`config.mk`:
```
export PLATFORM = sky130hd
export DESIGN_NAME = secded_stream_decoder
export DESIGN_NICKNAME = d
export VERILOG_FILES = /design/src/rtl/secded_stream_decoder.sv
export SDC_FILE = /design/constraint.sdc
export NUM_CORES = 1
export LEC_CHECK = 0
export BUFFER_PORTS_ARGS = -buffer_cell sky130_fd_sc_hd__buf_2
export CAP_MARGIN = 20
export CORE_MARGIN = 3
export CORE_UTILIZATION = 52
export CTS_CLUSTER_DIAMETER = 150
export DETAILED_ROUTE_END_ITERATION = 6
export GPL_TIMING_DRIVEN = 0
export PLACE_DENSITY = 0.79
export SLEW_MARGIN = 20
export SYNTH_ARGS = -nofsm -noshare
export SYNTH_HDL_FRONTEND = slang
export SYNTH_SLANG_ARGS = --single-unit
```
`constraint.sdc`:
```
create_clock -name clk -period 2.3 [get_ports clk]
set_clock_uncertainty 0.2 [all_clocks]
set_input_delay 0.46 -clock clk [delete_from_list [all_inputs] [get_ports clk]]
set_output_delay 0.46 -clock clk [all_outputs]
set_load 0.05 [all_outputs]
```
`src/rtl/secded_stream_decoder.sv`:
```
// ---------------------------------------------------------------------------
// secded_stream_decoder
//
// Pipelined SECDED (extended Hamming) decoder with a valid/ready stream
// interface, a registered syndrome and saturating error-event counters.
// It sits on the receive side of a memory or link path.
//
// Parameters
//   DATA_W  number of data bits (1..57)
//   CNT_W   width of each error counter
//   P       number of Hamming check bits (derived)
//   CW      codeword width, DATA_W + P + 1 (derived)
//
// Ports
//   clk                rising-edge clock
//   rstn               asynchronous active-low reset
//   in_valid/in_ready  input handshake for code_in
//   code_in            bit i (i < CW-1) is Hamming position i+1,
//                      bit CW-1 is the overall even-parity bit
//   out_valid/out_ready output handshake for the decoded result
//   data_out           data bits from the non-power-of-two positions,
//                      ascending position -> ascending bit index
//   syndrome_out       Hamming syndrome of the delivered word
//   err_correctable    single-bit error found and corrected
//   err_uncorrectable  double or out-of-range error found
//   cnt_clr            synchronous clear of both counters
//   cnt_corr           saturating count of delivered correctable words
//   cnt_uncorr         saturating count of delivered uncorrectable words
//
// Handshake: a word moves across an interface on a rising clock edge where
// valid and ready are both 1. Once a valid is raised, the payload beside it
// holds steady until that transfer happens; ready may depend combinationally
// on the downstream ready (in_ready follows out_ready).
// ---------------------------------------------------------------------------
module secded_stream_decoder #(
    parameter  int DATA_W = 4,
    parameter  int CNT_W  = 16,
    // Smallest P with 2^P >= DATA_W + P + 1, over the legal DATA_W range.
    localparam int P      = (DATA_W <= 1)  ? 2 :
                            (DATA_W <= 4)  ? 3 :
                            (DATA_W <= 11) ? 4 :
                            (DATA_W <= 26) ? 5 : 6,
    localparam int CW     = DATA_W + P + 1
) (
    input  logic              clk,
    input  logic              rstn,
    input  logic              in_valid,
    output logic              in_ready,
    input  logic [CW-1:0]     code_in,
    output logic              out_valid,
    input  logic              out_ready,
    output logic [DATA_W-1:0] data_out,
    output logic [P-1:0]      syndrome_out,
    output logic              err_correctable,
    output logic              err_uncorrectable,
    input  logic              cnt_clr,
    output logic [CNT_W-1:0]  cnt_corr,
    output logic [CNT_W-1:0]  cnt_uncorr
);

    localparam logic [CNT_W-1:0] CNT_MAX = {CNT_W{1'b1}};

    // ---------------- stage control ----------------
    logic s1_valid;
    logic s2_valid;
    logic s1_load;
    logic s2_load;

    assign s2_load  = !s2_valid || out_ready;
    assign s1_load  = !s1_valid || s2_load;
    assign in_ready = !s1_valid || !s2_valid || out_ready;

    // ---------------- syndrome / overall parity of the input ----------------
    logic [P-1:0] syn_c;
    logic         op_c;

    always_comb begin
        syn_c = '0;
        for (int k = 0; k < P; k++) begin
            for (int i = 0; i < CW - 1; i++) begin
                if ((((i + 1) >> k) & 1) == 1) begin
                    syn_c[k] = syn_c[k] ^ code_in[i];
                end
            end
        end
        op_c = ^code_in;
    end

    // ---------------- stage 1 registers ----------------
    // The overall-parity bit carries no data, so only the Hamming positions
    // are kept; its contribution already lives in s1_op.
    logic [CW-2:0] s1_code;
    logic [P-1:0]  s1_syn;
    logic          s1_op;

    always_ff @(posedge clk or negedge rstn) begin
        if (!rstn) begin
            s1_valid <= 1'b0;
            s1_code  <= '0;
            s1_syn   <= '0;
            s1_op    <= 1'b0;
        end else if (s1_load) begin
            s1_valid <= in_valid;
            if (in_valid) begin
                s1_code <= code_in[CW-2:0];
                s1_syn  <= syn_c;
                s1_op   <= op_c;
            end
        end
    end

    // ---------------- correction and extraction ----------------
    logic [CW-2:0]     flip_c;
    logic [CW-2:0]     fixed_c;
    logic [DATA_W-1:0] data_c;
    logic              in_range_c;
    logic              corr_c;
    logic              uncorr_c;

    always_comb begin
        int j;
        j = 0;
        // A syndrome beyond the last position can only occur in shortened
        // codes and points at a bit that does not exist.
        in_range_c = int'(s1_syn) <= CW - 1;
        flip_c     = '0;
        for (int i = 0; i < CW - 1; i++) begin
            flip_c[i] = s1_op && (int'(s1_syn) == i + 1);
        end
        fixed_c = s1_code ^ flip_c;
        data_c  = '0;
        for (int i = 0; i < CW - 1; i++) begin
            // Position i+1 is a data position unless it is a power of two.
            if (((i + 1) & i) != 0) begin
                if (j < DATA_W) begin
                    data_c[j] = fixed_c[i];
                end
                j = j + 1;
            end
        end
        corr_c   = s1_op && in_range_c;
        uncorr_c = s1_op ? !in_range_c : (s1_syn != '0);
    end

    // ---------------- stage 2 registers (outputs) ----------------
    always_ff @(posedge clk or negedge rstn) begin
        if (!rstn) begin
            s2_valid          <= 1'b0;
            data_out          <= '0;
            syndrome_out      <= '0;
            err_correctable   <= 1'b0;
            err_uncorrectable <= 1'b0;
        end else if (s2_load) begin
            s2_valid <= s1_valid;
            if (s1_valid) begin
                data_out          <= data_c;
                syndrome_out      <= s1_syn;
                err_correctable   <= corr_c;
                err_uncorrectable <= uncorr_c;
            end
        end
    end

    assign out_valid = s2_valid;

    // ---------------- error-event counters ----------------
    logic out_fire;
    assign out_fire = s2_valid && out_ready;

    always_ff @(posedge clk or negedge rstn) begin
        if (!rstn) begin
            cnt_corr   <= '0;
            cnt_uncorr <= '0;
        end else if (cnt_clr) begin
            cnt_corr   <= '0;
            cnt_uncorr <= '0;
        end else if (out_fire) begin
            if (err_correctable && cnt_corr != CNT_MAX) begin
                cnt_corr <= cnt_corr + CNT_W'(1);
            end
            if (err_uncorrectable && cnt_uncorr != CNT_MAX) begin
                cnt_uncorr <= cnt_uncorr + CNT_W'(1);
            end
        end
    end

endmodule
```
Word level (Yosys, flattened, before mapping) --
Cells that the tools add are included.
Storage, ports and cells: memory bits (read-only) 0, input bits 13, word-level logic and storage cells 64, register bits after elaboration 54, memories kept 0, bits in latches 0, output and inout port bits 43, bits in writable memories 0
Cells by class: div/mod/pow operators 0, bitwise logic cells 10, reduce and logical (&&, ||, !) cells 25, mux-type cells 7, add/subtract/negate cells 2, multipliers 0, shifts and indexed selects 0, magnitude comparators 0, equal/unequal tests 9
Operators by type and width (count):
- 16-bit 2-to-1 mux | 6
- 16-bit by 1-bit adder with 16-bit output, second input constant | 2
- 16-bit != test, second input constant | 2
- 3-bit == test, second input constant | 4
- 1-bit logical AND | 10
- 1-bit bitwise XOR | 9
- 2-bit AND reduction | 4
- 8-bit parity | 1
- 7-bit bitwise XOR | 1
- 3-bit by 2-bit == test with 1-bit output, second input constant | 2
- 2-bit nonzero test | 3
- 1-bit logical OR | 4
- 3-bit by 1-bit == test with 1-bit output, second input constant | 1
- 3-bit nonzero test | 1
- 1-bit logical NOT | 2
- 1-bit 2-to-1 mux | 1

Logic depth before layout (Yosys ltp) --
Gate-level depths: netlist of the first run.
depth after elaboration 5, depth in mapped cells 6, gate-level depth less buffers 5

Worst setup path after synthesis of the first run --
OpenSTA, ideal clock, no wires.
kind reg2reg, from register s2_valid (netlist: out_valid), to register s1_code[2], path slack -0.154 ns, path buffers 1, data required time 1.975 ns, library setup time 0.125 ns, stages on the path, launching flop included 5, arrival time 2.130 ns, period minus slack after synthesis 2.454 ns, cell sequence dfrtp_1 -> nand3b_1 -> nand2_1 -> clkbuf_1 -> mux2_2
Between the ends: cells in the longest elaborated chain, start to end 4
Ends and longest elaborated chain:
- from (decl) | line 65 | logic s2_valid;
- from (signal assigned) | line 154 | s2_valid <= s1_valid;
- 1-bit logical NOT | line 69 | assign s2_load = !s2_valid || out_ready;
- 1-bit logical OR | line 69
- 1-bit logical OR | line 70 | assign s1_load = !s1_valid || s2_load;
- 2-bit AND reduction (no line)
- to (signal assigned) | line 105 | s1_code <= code_in[CW-2:0];
- to (decl) | line 92 | logic [CW-2:0] s1_code;
No other way between the ends. A chain may end at the register's enable or synchronous reset.

Worst setup path in the final report of the first run --
from register cnt_corr[0], to register cnt_corr[1]
Between the ends: cells in the longest elaborated chain, start to end 4, elaborated cells on any way between the ends 8, those cells by class add/sub: 1; eq/ne: 1; mux: 3; reduce/logical: 3
Ends and longest elaborated chain:
- from (decl) | line 57 | output logic [CNT_W-1:0] cnt_corr,
- from (signal assigned) | line 179 | cnt_corr <= cnt_corr + CNT_W'(1);
- 16-bit by 1-bit adder with 16-bit output / 16-bit != test (equally long branches) | line 179, 178
- 16-bit 2-to-1 mux / 1-bit logical AND (equally long branches) | line 178 | if (err_correctable && cnt_corr != CNT_MAX) begin
- 16-bit 2-to-1 mux / 2-bit nonzero test (equally long branches)
- 16-bit 2-to-1 mux / 2-bit AND reduction (equally long branches)
Several ways; a longest one is shown, not always the timed one. The select of a mux whose other input is x is not followed.

==> impl_metrics.csv, run 1 <==
group,metric,value,unit
route,drc_errors,0,
setup_path,r2r_cells,5,
yosys,synth_xor_area_frac,0.05086,
final_layout,nets,348,
place,pre_cts_ws,0.1597,ns
setup_path,r2r-end,"cnt_corr[1]",
floorplanning,die_area,6208,sq um
grt,overflow,0,
timing,final.min_clock_period,2.049,ns
clock_network,cts-root-buf,"clkbuf_8",
setup_path,crit_fanout,9,
place,numPortBuffers,54,
grt,grt_max_degree,52,
yosys,ys_warn_count,0,
final_layout,syn_to_final_growth,16.85,%
yosys,synthMuxAreaShare,0.06449,
timing,slew_headroom,0.5772,
place,place.gp.congestion,0.7972,
yosys,synth.largest_area_cell,"dfrtp_1",
power_and_ir_drop,peakVddDrop,0.4575,mV
clock_network,clock_latency,0.30,ns
setup_path,critPathCapture,"cnt_corr[1]",
route,num_vias,2331,
grt,grt_pass1_vias,2203,
power_and_ir_drop,power_density,667.1,nW/um^2
timing,setup_ws,0.2506,ns
yosys,syn-num-nets,286,
timing,fin_tns_setup,0,ns
timing,final.period_utilization,0.8911,
yosys,syn-instance-count,271,
floorplanning,rows,25,
route,vias_per_cell,5.813,
timing,grt_setup_unrepaired,"false",
floorplanning,die_w,78.79,microns
hold_path,hp-class,"in -> reg",
route,wirelength,5784,microns
place,dp_hpwl,4287,microns
clock_network,cts_buffers,5,
yosys,ys_top_cells_by_area,"dfrtp_1 46%, mux2_2 5.7%, a21oi_1 3.8%, o31ai_1 3.5%, nand2_1 3.4%",
floorplanning,initial_core_util,0.5610,
route,wire_per_inst,14.42,microns
clock_network,cts.reportedPaths.clkPinSlew,0.09,ns
timing,max_freq,487.9,MHz
clock_network,htree_levels,2,
final_layout,antenna_cells,0,
floorplanning,ios,56,
clock_network,cts_tree,"done",
yosys,seq_area_frac_synth,0.4632,
timing,tightest_slew,0.6342,ns
timing,slew_viol_final,0,
setup_path,cp.required,2.28,ns
yosys,syn_area,2755,sq um
setup_path,worstSetupPathType,"reg -> reg",
yosys,synth_fa_ha_area_frac,0.009083,
setup_path,rr_startpoint,"cnt_corr[0]",
power_and_ir_drop,p_leak,1.402,nW
setup_path,end_kind,"flop",
yosys,synth_seq_cells,51,
floorplanning,coreArea,4911,sq um
route,first_pass_iters,4,
grt,grt_pass1_wl,10050,microns
yosys,synthDistinctLibCells,40,
clock_network,clock-sinks,51,
setup_path,critPathLaunchType,"flop",
yosys,yosysTopAreaCellShare,0.4632,
yosys,synth-simple-area-share,0.2648,
floorplanning,die_height,78.79,microns
setup_path,crit_start,"cnt_corr[0]",
yosys,synth_top_family_by_area,"simple AND/OR/NAND/NOR gates",
yosys,syn_avg_cell_area,10.17,sq um
route,final_antenna_net_count,0,
final_layout,n_fill_cell,422,
timing,finalHoldViolCount,0,
grt,track_usage,0.1988,
outcome,status,"finished clean",
final_layout,final_layout_size_suffix_gt1_frac,0.2904,
route,drt_iter0_markers,144,
setup_path,r2r_slack,0.25,ns
clock_network,cts_setup_buffers,0,
clock_network,clk_path_buf_depth,2,
timing,setup_viol,0,
setup_path,critPathArrivalTime,2.03,ns
grt,antenna_found_initial,0,
timing,hold_slack,0.1637,ns
flow_run,max_cap_violations,0,
yosys,synth-compound-area-share,0.1249,
-- routing by layer --
| metal | vias to the layer above | routed length (microns) | track usage |
|---|---|---|---|
| met5 | - | 0 | 0 |
| met3 | 5 | 357 | 0.04875 |
| met1 | 1128 | 2527 | 0.2496 |
| li1 | 1137 | - | - |
| met2 | 61 | 2852 | 0.3421 |
| met4 | 0 | 47 | 0.05245 |
-- registers in the layout (all words and copies together), names as in the netlist --
| register | cells |
|---|---|
| corr_c | 1 |
| cnt_corr | 16 |
| syndrome_out | 3 |
| err_correctable | 1 |
| s1_syn | 3 |
| data_out | 4 |
| err_uncorrectable | 1 |
| cnt_uncorr | 16 |
| s1_valid | 1 |
| out_valid | 1 |
| s1_code | 4 |
-- layout make-up --
class	count	area, sq um	area share
multi-input cells	204	1424	0.4423
flip-flops and latches	51	1277	0.3968
repair buffers	55	282.8	0.08784
well taps	67	83.83	0.02604
clock buffers	5	68.82	0.02138
plain buffers	8	32.53	0.01010
inverters	8	30.03	0.009328
clock inverters	3	20.02	0.006218
-- critical path: stages (launching register included) --
cell	delay, ns
dfrtp_1	0.43
ha_2	0.28
nand4_2	0.16
o41ai_4	0.56
mux2i_1	0.24
nor2_1	0.05
-- how the worst min path moves through the flow --
stage / cells past startpoint / from / to
after CTS: 2 / in_valid / s1_valid
after global routing: 2 / in_valid / s1_valid
after floorplan: 0 / rstn / cnt_corr[0]
final: 2 / in_valid / s1_valid
after global placement: 2 / data_out[1] / data_out[1]
after detailed placement: 2 / data_out[0] / data_out[0]
-- repair_timing --
item / 4_1_cts / 5_1_grt
hold buffers: 1 / 0
endpoints found under the setup margin: 0 / 1
gates resized for setup: 0 / 2
hold endpoints to repair: 40 / 0
-- layout by cell type, fill, tap and decap left out, types with 3 or more instances in the layout --
| cell type | count |
|---|---|
| nor2_1 | 11 |
| clkbuf_1 | 4 |
| and3_1 | 4 |
| or4_1 | 12 |
| o31ai_1 | 13 |
| nor3_1 | 4 |
| buf_2 | 55 |
| nand4b_1 | 3 |
| a21oi_1 | 21 |
| nand4_1 | 8 |
| nand3_1 | 7 |
| nand2_1 | 25 |
| dfrtp_1 | 50 |
| or3_2 | 3 |
| mux2_2 | 14 |
| xnor2_1 | 8 |
| nor4_1 | 6 |
| nand2b_1 | 4 |
| or3_1 | 5 |
| xor2_1 | 8 |
| inv_1 | 8 |
| clkbuf_8 | 5 |
| o21ai_0 | 17 |
| nor2b_1 | 5 |
-- per-stage QoR --
stage,utilization,cell area [sq um],instances,total power [mW]
finish,0.6555,3219,401,2.148
global route,0.6555,3219,401,2.260
CTS,0.6540,3212,401,2.165
detailed placement,0.6339,3113,392,1.653
global placement,0.6334,3110,392,1.640
floorplan,-,2756,271,1.496
-- where the power goes --
group          switching, mW  internal [mW]
registers             0.0859          0.988
logic                  0.391          0.166
clock network          0.304          0.212
total                  0.781           1.37
-- cell families (layout without fill, tap and decap cells) --
kind of cell             Yosys count  after routing
AO/OA/AOI/OAI                     55             55
XOR/XNOR                          16             16
adder cells (fa/ha/maj)            2              2
buffers and inverters             16             79
flip-flops                        51             51
multiplexers                      16             16
AND/OR/NAND/NOR                  115            115
-- cell usage after synthesis, drive strengths merged --
master and instances:
nand3b 2, or3 8, and4 4, xor2 8, dfrtp 51, a31oi 2, nand2 25, o31ai 13
nor3 6, nand3 9, nor3b 1, and2 1, o311ai 1, nor2b 5, mux2 14, nor4 6
clkbuf 4, nand2b 4, or4 12, xnor2 8, o21ai 17, nor2 11, mux2i 2, inv 8
nand4b 3, and3 6, nand4 12, a21oi 21, buf 4, ha 2, o41ai 1
No activity file was read; power rests on OpenSTA's default activity.
==> inputs of run 2 (changes only) <==
Settings changed: ABC_AREA set to 1, PLACE_DENSITY 0.79 to 0.78.
==> impl_metrics.csv, run 2 <==
group,metric,value,unit
hold_path,hold_path_startpoint,"in_valid",
floorplanning,initial_core_util,0.5418,
yosys,syn-num-nets,425,
setup_path,crit_path_frequent_cell,"nor2_4",
timing,setup_viol,0,
final_layout,antenna_cells,0,
setup_path,crit_start,"cnt_uncorr[0]",
clock_network,cts.reportedPaths.clkPinSlew,0.10,ns
timing,slew_headroom,0.5702,
yosys,synth.largest_area_cell,"dfrtp_1",
final_layout,mostFrequentLayoutCell,"nand2_1",
final_layout,layout_common_cells,"151 x nand2_1, 56 x buf_2, 51 x dfrtp_1",
clock_network,cts_tree,"done",
place,dpl_cell_area,3364,sq um
yosys,ys_top_cells_by_area,"dfrtp_1 43%, nand2_1 19%, nand4_1 6.5%, inv_1 5.0%, nor2_1 4.3%",
timing,fin_tns_setup,0,ns
setup_path,cp_slowest_cell,"dfrtp_1",
setup_path,critPathLaunchType,"flop",
yosys,yosys_most_used_dff,"dfrtp_1",
route,final_antenna_net_count,0,
grt,overflow,0,
clock_network,clock_latency,0.30,ns
yosys,synth_edf_count,0,
grt,grt_pass1_wl,11250,microns
place,place.gp.congestion,0.8609,
route,first_pass_iters,4,
clock_network,cts-resized-gates,0,
timing,final.period_utilization,0.8770,
setup_path,rr_startpoint,"cnt_uncorr[0]",
timing,slew_viol_final,0,
floorplanning,rows,27,
yosys,seq_area_frac_synth,0.4252,
timing,tightest_slew,0.6447,ns
final_layout,n_fill_cell,540,
yosys,synth_most_common_cell,"nand2_1",
clock_network,htree_levels,2,
power_and_ir_drop,power_density,627.0,nW/um^2
yosys,ys_warn_count,0,
yosys,synth-compound-area-share,0.04919,
setup_path,critPathMaxStageDelay,0.43,ns
clock_network,cts_buffers,5,
setup_path,cp_num_buf_inv,2,
final_layout,top_regs,"cnt_corr x16, cnt_uncorr x16",
yosys,synthTopCellsByCount,"151 x nand2_1, 51 x dfrtp_1, 40 x inv_1, 34 x nor2_1, 31 x nand4_1",
final_layout,finalInstanceArea,3487,sq um
setup_path,critPathArrivalTime,2.06,ns
yosys,syn-instance-count,410,
floorplanning,die_w,81.98,microns
route,drt_iter0_markers,145,
clock_network,clock-sinks,51,
floorplanning,die_area,6720,sq um
place,numPortBuffers,54,
route,drc_errors,0,
outcome,status,"finished clean",
route,wire_per_inst,12.30,microns
yosys,synth_top_family_by_area,"simple AND/OR/NAND/NOR gates",
yosys,syn_area,3002,sq um
final_layout,syn_to_final_growth,16.17,%
route,wirelength,6706,microns
yosys,synth_xor_area_frac,0.05252,
setup_path,crit_fanout,10,
floorplanning,die_height,81.98,microns
yosys,async_flop_share,1.000,
yosys,synth_fa_ha_area_frac,0.008337,
grt,track_usage,0.2143,
setup_path,cp.required,2.34,ns
floorplanning,coreArea,5540,sq um
yosys,synthDistinctLibCells,24,
power_and_ir_drop,power.total,2.186,mW
hold_path,hp-class,"in -> reg",
clock_network,cts_hold_buf,1,
timing,max_freq,495.8,MHz
final_layout,nets,487,
yosys,synthMuxAreaShare,0,
power_and_ir_drop,p_leak,1.852,nW
yosys,syn_avg_cell_area,7.321,sq um
setup_path,critPathTopFamily,"simple AND/OR/NAND/NOR gates",
route,num_vias,2765,
grt,antenna_found_initial,0,
flow_run,max_cap_violations,0,
floorplanning,ios,56,
setup_path,end_kind,"flop",
grt,grt_pass1_vias,2427,
yosys,synth-simple-area-share,0.3935,
timing,finalHoldViolCount,0,
yosys,synth_seq_cells,51,
final_layout,final_layout_size_suffix_gt1_frac,0.1860,
clock_network,cts-root-buf,"clkbuf_8",
timing,final.min_clock_period,2.017,ns
setup_path,worstSetupPathType,"reg -> reg",
timing,grt_setup_unrepaired,"false",
route,vias_per_cell,5.073,
setup_path,crit_chain,"ha_1, nand3_1, inv_2, nand2_2, nor2_4, nor2_4, buf_2, nand4_1, nand2_1",
clock_network,clk_path_buf_depth,2,
clock_network,cts_setup_buffers,0,
grt,grt_max_degree,52,
timing,hold_slack,0.1550,ns
yosys,yosysTopAreaCellShare,0.4252,
power_and_ir_drop,peakVddDrop,0.2923,mV
place,dp_hpwl,5035,microns
## run 2: cell count changes after synthesis, moves of 6 or more
cell | before | now
nand3_1 | 7 | 24
a21oi_1 | 21 | 1
mux2_2 | 14 | 0
nand2_1 | 25 | 151
inv_1 | 8 | 40
o21bai_1 | 0 | 8
or2_2 | 0 | 7
or4_1 | 12 | 0
nor4_1 | 6 | 0
nand4_1 | 8 | 31
o31ai_1 | 13 | 0
nor2_1 | 11 | 34
## run 2: worst reg2reg max path: stages (launching register included)
cell and delay (ns):
dfrtp_1 0.43, ha_1 0.24, nand3_1 0.16, inv_2 0.08, nand2_2 0.10, nor2_4 0.05, nor2_4 0.19, buf_2 0.27
nand4_1 0.15, nand2_1 0.09
## run 2: final cells by class
| type | instances | area [sq um] | area share |
|---|---|---|---|
| Timing Repair Buffer | 55 | 282.8 | 0.08109 |
| Sequential cell | 51 | 1276 | 0.3660 |
| Multi-Input combinational cell | 307 | 1511 | 0.4334 |
| Inverter | 42 | 157.7 | 0.04521 |
| Buffer | 10 | 56.30 | 0.01615 |
| Clock buffer | 5 | 68.82 | 0.01973 |
| Tap cell | 72 | 90.09 | 0.02583 |
| Clock inverter | 3 | 43.79 | 0.01256 |
## run 2: worst paths after layout
| path | slack, ns | cells past startpoint | endpoint |
|---|---|---|---|
| max in group asynchronous | 0.95 | 2 | cnt_corr[13] |
| setup reg to reg | 0.28 | 9 | cnt_uncorr[10] |
| setup / recovery | 0.28 | 9 | cnt_uncorr[10] |
| min in group asynchronous | 0.52 | 2 | cnt_corr[3] |
| hold reg to reg | 0.29 | 2 | data_out[1] |
| hold / removal | 0.16 | 3 | s1_valid |
## run 2: per-layer routing
| layer | up-vias | GRT usage | wire length, microns |
|---|---|---|---|
| li1 | 1439 | - | - |
| met1 | 1270 | 0.2964 | 3083 |
| met2 | 54 | 0.3489 | 3302 |
| met3 | 2 | 0.04057 | 291 |
| met4 | 0 | 0.04651 | 28 |
| met5 | - | 0 | 0 |
## run 2: logic make-up after synthesis
kind of cell / after synthesis
XOR/XNOR: 18
AND/OR/NAND/NOR: 262
buffers and inverters: 52
adder cells (fa/ha/maj): 2
flip-flops: 51
AO/OA/AOI/OAI: 25
## run 2: through the flow
step / util / cells / worst slack (ns)
floorplan: - / 410 / 0.2327
global placement: 0.6068 / 536 / 0.3347
detailed placement: 0.6073 / 536 / 0.3174
CTS: 0.6294 / 545 / 0.2844
global route: 0.6294 / 545 / 0.1135
finish: 0.6294 / 545 / 0.2829
## run 2: where the power goes
part	total [mW]	internal (mW)	switching [mW]	leakage, nW
clock	0.624	0.324	0.300	0.0581
combinational	0.532	0.139	0.394	1.12
sequential	1.03	0.970	0.0594	0.675
total	2.19	1.43	0.753	1.85
==> inputs of run 3 (changes only) <==
Settings changed: RECOVER_POWER set to 50.
==> impl_metrics.csv, run 3 (same netlist as run 2, synthesis figures left out) <==
group,metric,value,unit
outcome,status,"finished clean",
timing,tightest_slew,1.254,ns
flow_run,max_cap_violations,0,
final_layout,syn_to_final_growth,15.80,%
clock_network,cts_buffers,5,
setup_path,crit_fanout,10,
hold_path,hp-class,"in -> reg",
clock_network,clock_latency,0.30,ns
place,numPortBuffers,54,
power_and_ir_drop,switchingPower,0.7536,mW
route,drt_iter0_markers,150,
clock_network,cts_tree,"done",
final_layout,finalNonFillerCells,545,
power_and_ir_drop,p_leak,1.829,nW
clock_network,cts.reportedPaths.clkPinSlew,0.10,ns
grt,antenna_found_initial,0,
timing,finalHoldViolCount,0,
floorplanning,die_area,6720,sq um
final_layout,layout_common_cells,"151 x nand2_1, 51 x dfrtp_1, 49 x buf_2",
setup_path,critPathLaunchType,"flop",
grt,grt_pass1_vias,2427,
route,first_pass_iters,4,
setup_path,crit_chain,"ha_1, nand3_1, inv_2, nand2_2, nor2_4, nor2_4, buf_2, nand4_1, nand2_1",
final_layout,final_layout_size_suffix_gt1_frac,0.1712,
final_layout,mostFrequentLayoutCell,"nand2_1",
route,final_antenna_net_count,0,
timing,slew_headroom,0.1638,
route,wire_per_inst,12.32,microns
timing,setup_viol,0,
setup_path,end_kind,"flop",
power_and_ir_drop,power_frac_seq,0.474,
power_and_ir_drop,power.total,2.177,mW
clock_network,htree_levels,2,
place,dpl_cell_area,3364,sq um
clock_network,cts-root-buf,"clkbuf_8",
floorplanning,rows,27,
setup_path,cp_slowest_cell,"dfrtp_1",
route,wirelength,6715,microns
clock_network,clk_path_buf_depth,2,
power_and_ir_drop,clkPwrFrac,0.286,
floorplanning,initial_core_util,0.5418,
clock_network,cts-resized-gates,0,
power_and_ir_drop,p_sw_frac,0.3462,
floorplanning,coreArea,5540,sq um
place,dp_hpwl,5035,microns
final_layout,nets,487,
floorplanning,die_height,81.98,microns
floorplanning,die_w,81.98,microns
grt,grt_pass1_wl,11250,microns
grt,grt_max_degree,52,
timing,grt_setup_unrepaired,"false",
route,num_vias,2767,
final_layout,top_regs,"cnt_corr x16, cnt_uncorr x16",
setup_path,critPathArrivalTime,2.06,ns
route,drc_errors,0,
setup_path,critPathMaxStageDelay,0.43,ns
final_layout,antenna_cells,0,
timing,final.min_clock_period,2.017,ns
route,vias_per_cell,5.077,
setup_path,crit_path_frequent_cell,"nor2_4",
clock_network,clock-sinks,51,
timing,final.period_utilization,0.8769,
power_and_ir_drop,peakVddDrop,0.2820,mV
place,place.gp.congestion,0.8609,
grt,track_usage,0.2143,
power_and_ir_drop,comb_power_share,0.240,
final_layout,finalInstanceArea,3476,sq um
timing,fin_tns_setup,0,ns
setup_path,cp.required,2.34,ns
timing,hold_slack,0.1558,ns
power_and_ir_drop,power_density,626.3,nW/um^2
setup_path,worstSetupPathType,"reg -> reg",
floorplanning,ios,56,
timing,max_freq,495.8,MHz
power_and_ir_drop,internal_power,1.423,mW
place,place_inst,536,
timing,slew_viol_final,0,
grt,overflow,0,
==> run 3: repair_timing <==
| action | in CTS | in global routing |
|---|---|---|
| hold buffers | 1 | 0 |
| setup buffers | 0 | 0 |
| hold endpoints to repair | 35 | 0 |
==> run 3: metrics by stage <==
| stage | utilization | worst slack [ns] |
|---|---|---|
| 2_1_floorplan | - | 0.2327 |
| 3_3_place_gp | 0.6068 | 0.3347 |
| 3_5_place_dp | 0.6073 | 0.3174 |
| 4_1_cts | 0.6294 | 0.2844 |
| 5_1_grt | 0.6274 | 0.1135 |
| 6_report | 0.6274 | 0.2832 |
==> run 3: critical path: cells and delay by family (launching register included) <==
family,cells,cell delay (ns)
and+or+nand+nor,6,0.74
DFF,1,0.43
buffers and inverters,2,0.35
adders and majority gates,1,0.24
==> run 3: power by group through the flow <==
stage                     clock network, mW  registers (mW)  logic, mW
after floorplan                           0            1.21      0.218
after global routing                  0.696            1.04      0.575
after global placement                    0            1.04      0.528
after detailed placement                  0            1.04      0.538
after CTS                             0.649            1.03      0.541
final                                 0.623            1.03      0.523
==> run 3: area by class of cell <==
class,count,area [sq um]
fill,546,2064
multi-input combinational,307,1511
sequential,51,1276
timing repair buffer,55,271.5
inverter,42,157.7
tap,72,90.09
clock buffer,5,68.82
buffer,10,56.30
clock inverter,3,43.79
==> run 3: final timing paths <==
| kind | endpoint | cells after the start | start | slack (ns) |
|---|---|---|---|---|
| max reg2reg | cnt_uncorr[10] | 9 | cnt_uncorr[0] | 0.28 |
| max in group asynchronous | cnt_corr[13] | 2 | rstn | 0.39 |
| min in group asynchronous | cnt_corr[3] | 2 | rstn | 0.76 |
| min | s1_valid | 3 | in_valid | 0.16 |
| min reg2reg | data_out[1] | 2 | data_out[1] | 0.29 |
| max | cnt_uncorr[10] | 9 | cnt_uncorr[0] | 0.28 |
==> run 3: routing by layer <==
metal  routed length (microns)  global-route usage  up-vias  part of all wire
met1                      3082              0.2964     1268              0.46
met3                       300             0.04057        2             0.045
met2                      3303              0.3489       57              0.49
met5                         0                   0        -                 0
li1                          -                   -     1440                 -
met4                        28             0.04651        0            0.0042
